$ cat config.mk
export PLATFORM = sky130hd
export DESIGN_NAME = intr_ctrl
export DESIGN_NICKNAME = d
export VERILOG_FILES = /design/src/rtl/intr_ctrl.sv
export SDC_FILE = /design/constraint.sdc
export NUM_CORES = 1
export LEC_CHECK = 0
export BUFFER_PORTS_ARGS = -buffer_cell sky130_fd_sc_hd__buf_2
export CORE_MARGIN = 8
export CORE_UTILIZATION = 45
export CTS_BUF_LIST = sky130_fd_sc_hd__clkbuf_4 sky130_fd_sc_hd__clkbuf_8
export DETAILED_ROUTE_END_ITERATION = 10
export PLACE_DENSITY = 0.77
export SLEW_MARGIN = 20
export SYNTH_ARGS = -nofsm -noshare
export SYNTH_HDL_FRONTEND = slang
export SYNTH_SLANG_ARGS = --single-unit
$ cat constraint.sdc
create_clock -name clk -period 1 [get_ports clk]
set_input_delay 0.1 -clock clk [delete_from_list [all_inputs] [get_ports clk]]
set_output_delay 0.1 -clock clk [all_outputs]
set_load 0.005 [all_outputs]
$ cat src/rtl/intr_ctrl.sv
// N-channel interrupt aggregator: synchronises raw sources, latches edge/level pending
// bits, masks them and presents the lowest-index enabled request as a registered irq/irq_id.
module intr_ctrl #(
    parameter int N    = 8,
    parameter int SYNC = 2,
    parameter int INIT = 0
) (
    input  logic                                   clk,
    input  logic                                   nst_rst,
    input  logic [N-1:0]                           src,
    input  logic [N-1:0]                           mode,
    input  logic [N-1:0]                           pol,
    input  logic [N-1:0]                           en,
    input  logic [N-1:0]                           clr,
    input  logic                                   ack,
    output logic [N-1:0]                           pend,
    output logic                                   irq,
    output logic [($clog2(N) > 0 ? $clog2(N) : 1)-1:0] irq_id
);

    localparam int IDW = ($clog2(N) > 0) ? $clog2(N) : 1;
    localparam int AW  = $clog2(SYNC + 2);
    localparam logic [AW-1:0] ARM_DONE = AW'(SYNC + 1);
    localparam logic [N-1:0]  INIT_VEC = (INIT != 0) ? {N{1'b1}} : {N{1'b0}};

    // Handshake: ack is a one-cycle claim of the irq_id presented in the same cycle;
    // it only takes effect when irq is also high, otherwise it is dropped.

    logic [SYNC-1:0][N-1:0] sync_q;
    logic [N-1:0]           s;
    logic [N-1:0]           s_d;
    logic [AW-1:0]          arm_cnt;
    logic                   armed;
    logic [N-1:0]           set_v;
    logic [N-1:0]           clr_v;
    logic [N-1:0]           pend_nxt;
    logic [N-1:0]           act;
    logic                   irq_nxt;
    logic [IDW-1:0]         id_nxt;

    assign s     = sync_q[SYNC-1];
    assign armed = (arm_cnt == ARM_DONE);

    // Sources are normalised before the chain so every stage reads 1 = active.
    always_ff @(posedge clk or posedge nst_rst) begin
        if (nst_rst) begin
            sync_q  <= '0;
            s_d     <= '0;
            arm_cnt <= '0;
        end else begin
            sync_q  <= {sync_q[SYNC-2:0], src ^ ~pol};
            s_d     <= s;
            if (!armed)
                arm_cnt <= arm_cnt + AW'(1);
        end
    end

    always_comb begin
        set_v = '0;
        clr_v = clr;
        if (armed)
            set_v = s & ~s_d;
        if (ack && irq)
            clr_v = clr | (N'(1) << irq_id);
        // Set takes precedence over clear so a fresh event is never lost.
        pend_nxt = (mode & (set_v | (pend & ~clr_v))) | (~mode & s);
    end

    always_comb begin
        act     = pend & en;
        irq_nxt = |act;
        id_nxt  = '0;
        for (int i = N - 1; i >= 0; i--) begin
            if (act[i])
                id_nxt = IDW'(i);
        end
    end

    always_ff @(posedge clk or posedge nst_rst) begin
        if (nst_rst) begin
            pend   <= INIT_VEC & mode;
            irq    <= 1'b0;
            irq_id <= '0;
        end else begin
            pend   <= pend_nxt;
            irq    <= irq_nxt;
            irq_id <= id_nxt;
        end
    end

endmodule

==> summary.txt <==
Status
  – Status: complete, but fails checks
  – Failing checks: negative setup slack

Job
  – Maximum capacitance violations: 0

Yosys
  – Dominant cell type by area after synthesis: dfrtp_1
  – Unique masters post-synth: 21
  – Synth Instances: 107
  – Avg Cell Area, Syn: 13.4 µm²
  – Synth area leaders: dfrtp_1, xnor2_1, o2bb2ai_1
  – Synth Cell Area: 1430 µm²
  – Yosys warnings: 0
  – Syn Nets: 151
  – Fraction of the yosys area taken by sequential cells: 0.665
  – Post-synthesis register bit count: 38
  – Synth top area share: 0.665

CTS
  – Worst skew pair latency: 340 ps
  – CTS sink cnt: 38
  – Root buf cell: clkbuf_4
  – Cts bufs inserted: 5
  – Clock slew at reported path FFs: 110 ps
  – # H-tree levels: 2
  – CTS Buffer Depth: 2
  – CTS tree: built

Critical path
  – CP max FO: 2
  – Worst path cell trace: a22o_1 -> a221oi_2 -> a221oi_2
  – Slowest CP cell: dfrtp_1
  – CP arrival: 1330 ps
  – Delay of the slowest cell on the worst path: 410 ps
  – CP Capture Type: flip-flop
  – CP Buf/Inv Count: 0
  – Crit-path leading delay family: compound AO/OA/AOI/OAI gates
  – Cell mode on critical path: a221oi_2
  – Setup CP Type: reg -> reg
  – Required @ worst endpoint: 1210 ps
  – CP Launch Type: flip-flop

Layout
  – Commonest cells after routing, fill and taps aside: buf_2, dfrtp_1, dlygate4sd3_1, buf_6, buf_4
  – Area Growth Syn to Fin: 67.5%
  – Final Cell Area: 2400 µm²
  – Leading cell type in the layout, fill and taps excluded: buf_2
  – Diodes inserted: 0
  – Share of layout cells above drive strength 1: 0.541
  – Fin nets: 254

Floorplanning
  – Core area: 3030 µm²
  – Die area: 5240 µm²
  – Die Height: 72.4 µm
  – Rows: 20
  – Io pins: 55
  – Initial core utilization: 0.472
  – Die Wd: 72.4 µm

Pwr
  – Worst VDD drop: 0.954 mV
  – Pwr dens: 1470 nW/µm²
  – Leakage component of the power: 0.00108 µW

Place
  – Dpl hpwl: 2500 µm
  – PortBufs: 54
  – Post-DP Area: 1830 µm²
  – Routability congestion estimate: 0.866

STA
  – Worst slew pin tran: 243 ps
  – Final worst hold slack: 16.7 ps
  – F_max: 0.892 GHz
  – Rel. slew slack: 0.838
  – Tcrit/Tclk final: 1.12
  – Max Slew Vio Count: 0
  – Final WS setup: -121 ps
  – RSZ-0062 raised after global routing: true
  – Final Hold Fails: 0
  – Final min period: 1120 ps
  – Setup-failing EPs final: 22
  – Clock skew: 18.6 ps

Drt
  – Total iterations of the first detailed-routing run: 4
  – DRC: 0
  – Overall routed net length: 4060 µm
  – DRT antenna net count: 0
  – Avg Vias per Cell: 4.89
  – Wire per inst: 16.0 µm
  – DR iter-0 viols: 54
  – DR vias: 1238

Global route
  – Largest net degree at the start of global routing: 39
  – Vias in the first global route: 1388
  – Total track usage: 0.158
  – GRT overflow: 0
  – Antenna violations before repair: 0
  – First-pass GRT wire length: 6320 µm

Min path
  – Hold Path Class: in -> reg
[area by class of cell]
| cell class | instances | area [µm²] |
|---|---|---|
| Clock buffer | 6 | 51.3 |
| Fill cell | 182 | 632 |
| Inverter | 2 | 20.0 |
| Multi-Input combinational cell | 67 | 596 |
| Sequential cell | 38 | 953 |
| Tap cell | 44 | 55.1 |
| Timing Repair Buffer | 96 | 721 |
[what timing repair did]
| item | 4_1_cts | 5_1_grt |
|---|---|---|
| hold buffers | 19 | 0 |
| pin swaps | 6 | 14 |
| endpoints found under the setup margin | 22 | 26 |
| gates resized for setup | 18 | 29 |
| buffers inserted | 13 | 3 |
| hold endpoints to repair | 47 | 0 |
[registers in the layout, summed over array words and instances (netlist names)]
name / count
arm_cnt: 2
irq: 1
irq_id: 3
pend: 8
s: 8
s_d: 8
sync_q: 8
[where the power goes]
group	internal, µW	switching [µW]
clock	317	445
sequential	1710	126
combinational	551	373
[worst reg2reg max path: stages, from the launching register on]
cell	delay [ps]
dfrtp_1	410
a22o_1	260
a221oi_2	270
a221oi_2	50
[cell families after synthesis]
| logic type | count (synthesis) | share of synthesized area |
|---|---|---|
| adders and majority gates | 1 | 0.00875 |
| xor gates and xnor gates | 9 | 0.0551 |
| AOI/OAI and AO/OA | 24 | 0.137 |
| DFF | 38 | 0.665 |
| muxes | 1 | 0.00787 |
| buffers and inverters | 2 | 0.00524 |
| and+or+nand+nor | 32 | 0.121 |
[worst paths after layout]
path	startpoint	endpoint	cells past startpoint	slack, ps
worst min register to register	sync_q[6]$_DFF_PP0_	s[6]$_DFF_PP0_	0	330
min in group asynchronous	nst_rst	irq$_DFF_PP0_	4	340
worst max register to register	pend[6]$_DFF_PP0_	irq_id[1]$_DFF_PP0_	3	-120
worst min-delay path	clr[0]	pend[0]$_DFF_PP0_	3	20
max in group asynchronous	nst_rst	irq_id[1]$_DFF_PP0_	4	460
worst max-delay path	pend[6]$_DFF_PP0_	irq_id[1]$_DFF_PP0_	3	-120
[Yosys cell counts (all sizes together)]
cell	number
mux2	1
a32oi	2
nand2b	2
dfrtp	38
ha	1
nand3	2
o21ai	9
nand4	1
nand2	7
nand3b	9
nor3	2
nor2b	1
o2bb2ai	8
xnor2	9
a22o	1
a22oi	2
inv	2
and2	1
nor2	7
a221oi	2
[layer usage]
| metal | part of all wire | track usage | routed length [µm] | vias to the layer above |
|---|---|---|---|---|
| met5 | 0 | 0 | 0 | - |
| met4 | 0.015 | 0.0733 | 60 | 0 |
| met3 | 0.081 | 0.0565 | 328 | 8 |
| met2 | 0.53 | 0.286 | 2130 | 48 |
| met1 | 0.38 | 0.158 | 1540 | 592 |
| li1 | - | - | - | 590 |
[per-stage QoR]
stage / total power (µW) / setup TNS [ps] / instances / worst slack, ps / util
2_1_floorplan: 2090 / -48.3 / 107 / -40.8 / -
5_1_grt: 3710 / -1940 / 253 / -157 / 0.791
3_3_place_gp: 2370 / -252 / 212 / -39.7 / 0.603
4_1_cts: 3400 / -669 / 250 / -97.2 / 0.742
6_report: 3520 / -850 / 253 / -121 / 0.791
3_5_place_dp: 2400 / -614 / 212 / -70.4 / 0.603
Power figures use the tool's default switching activity.
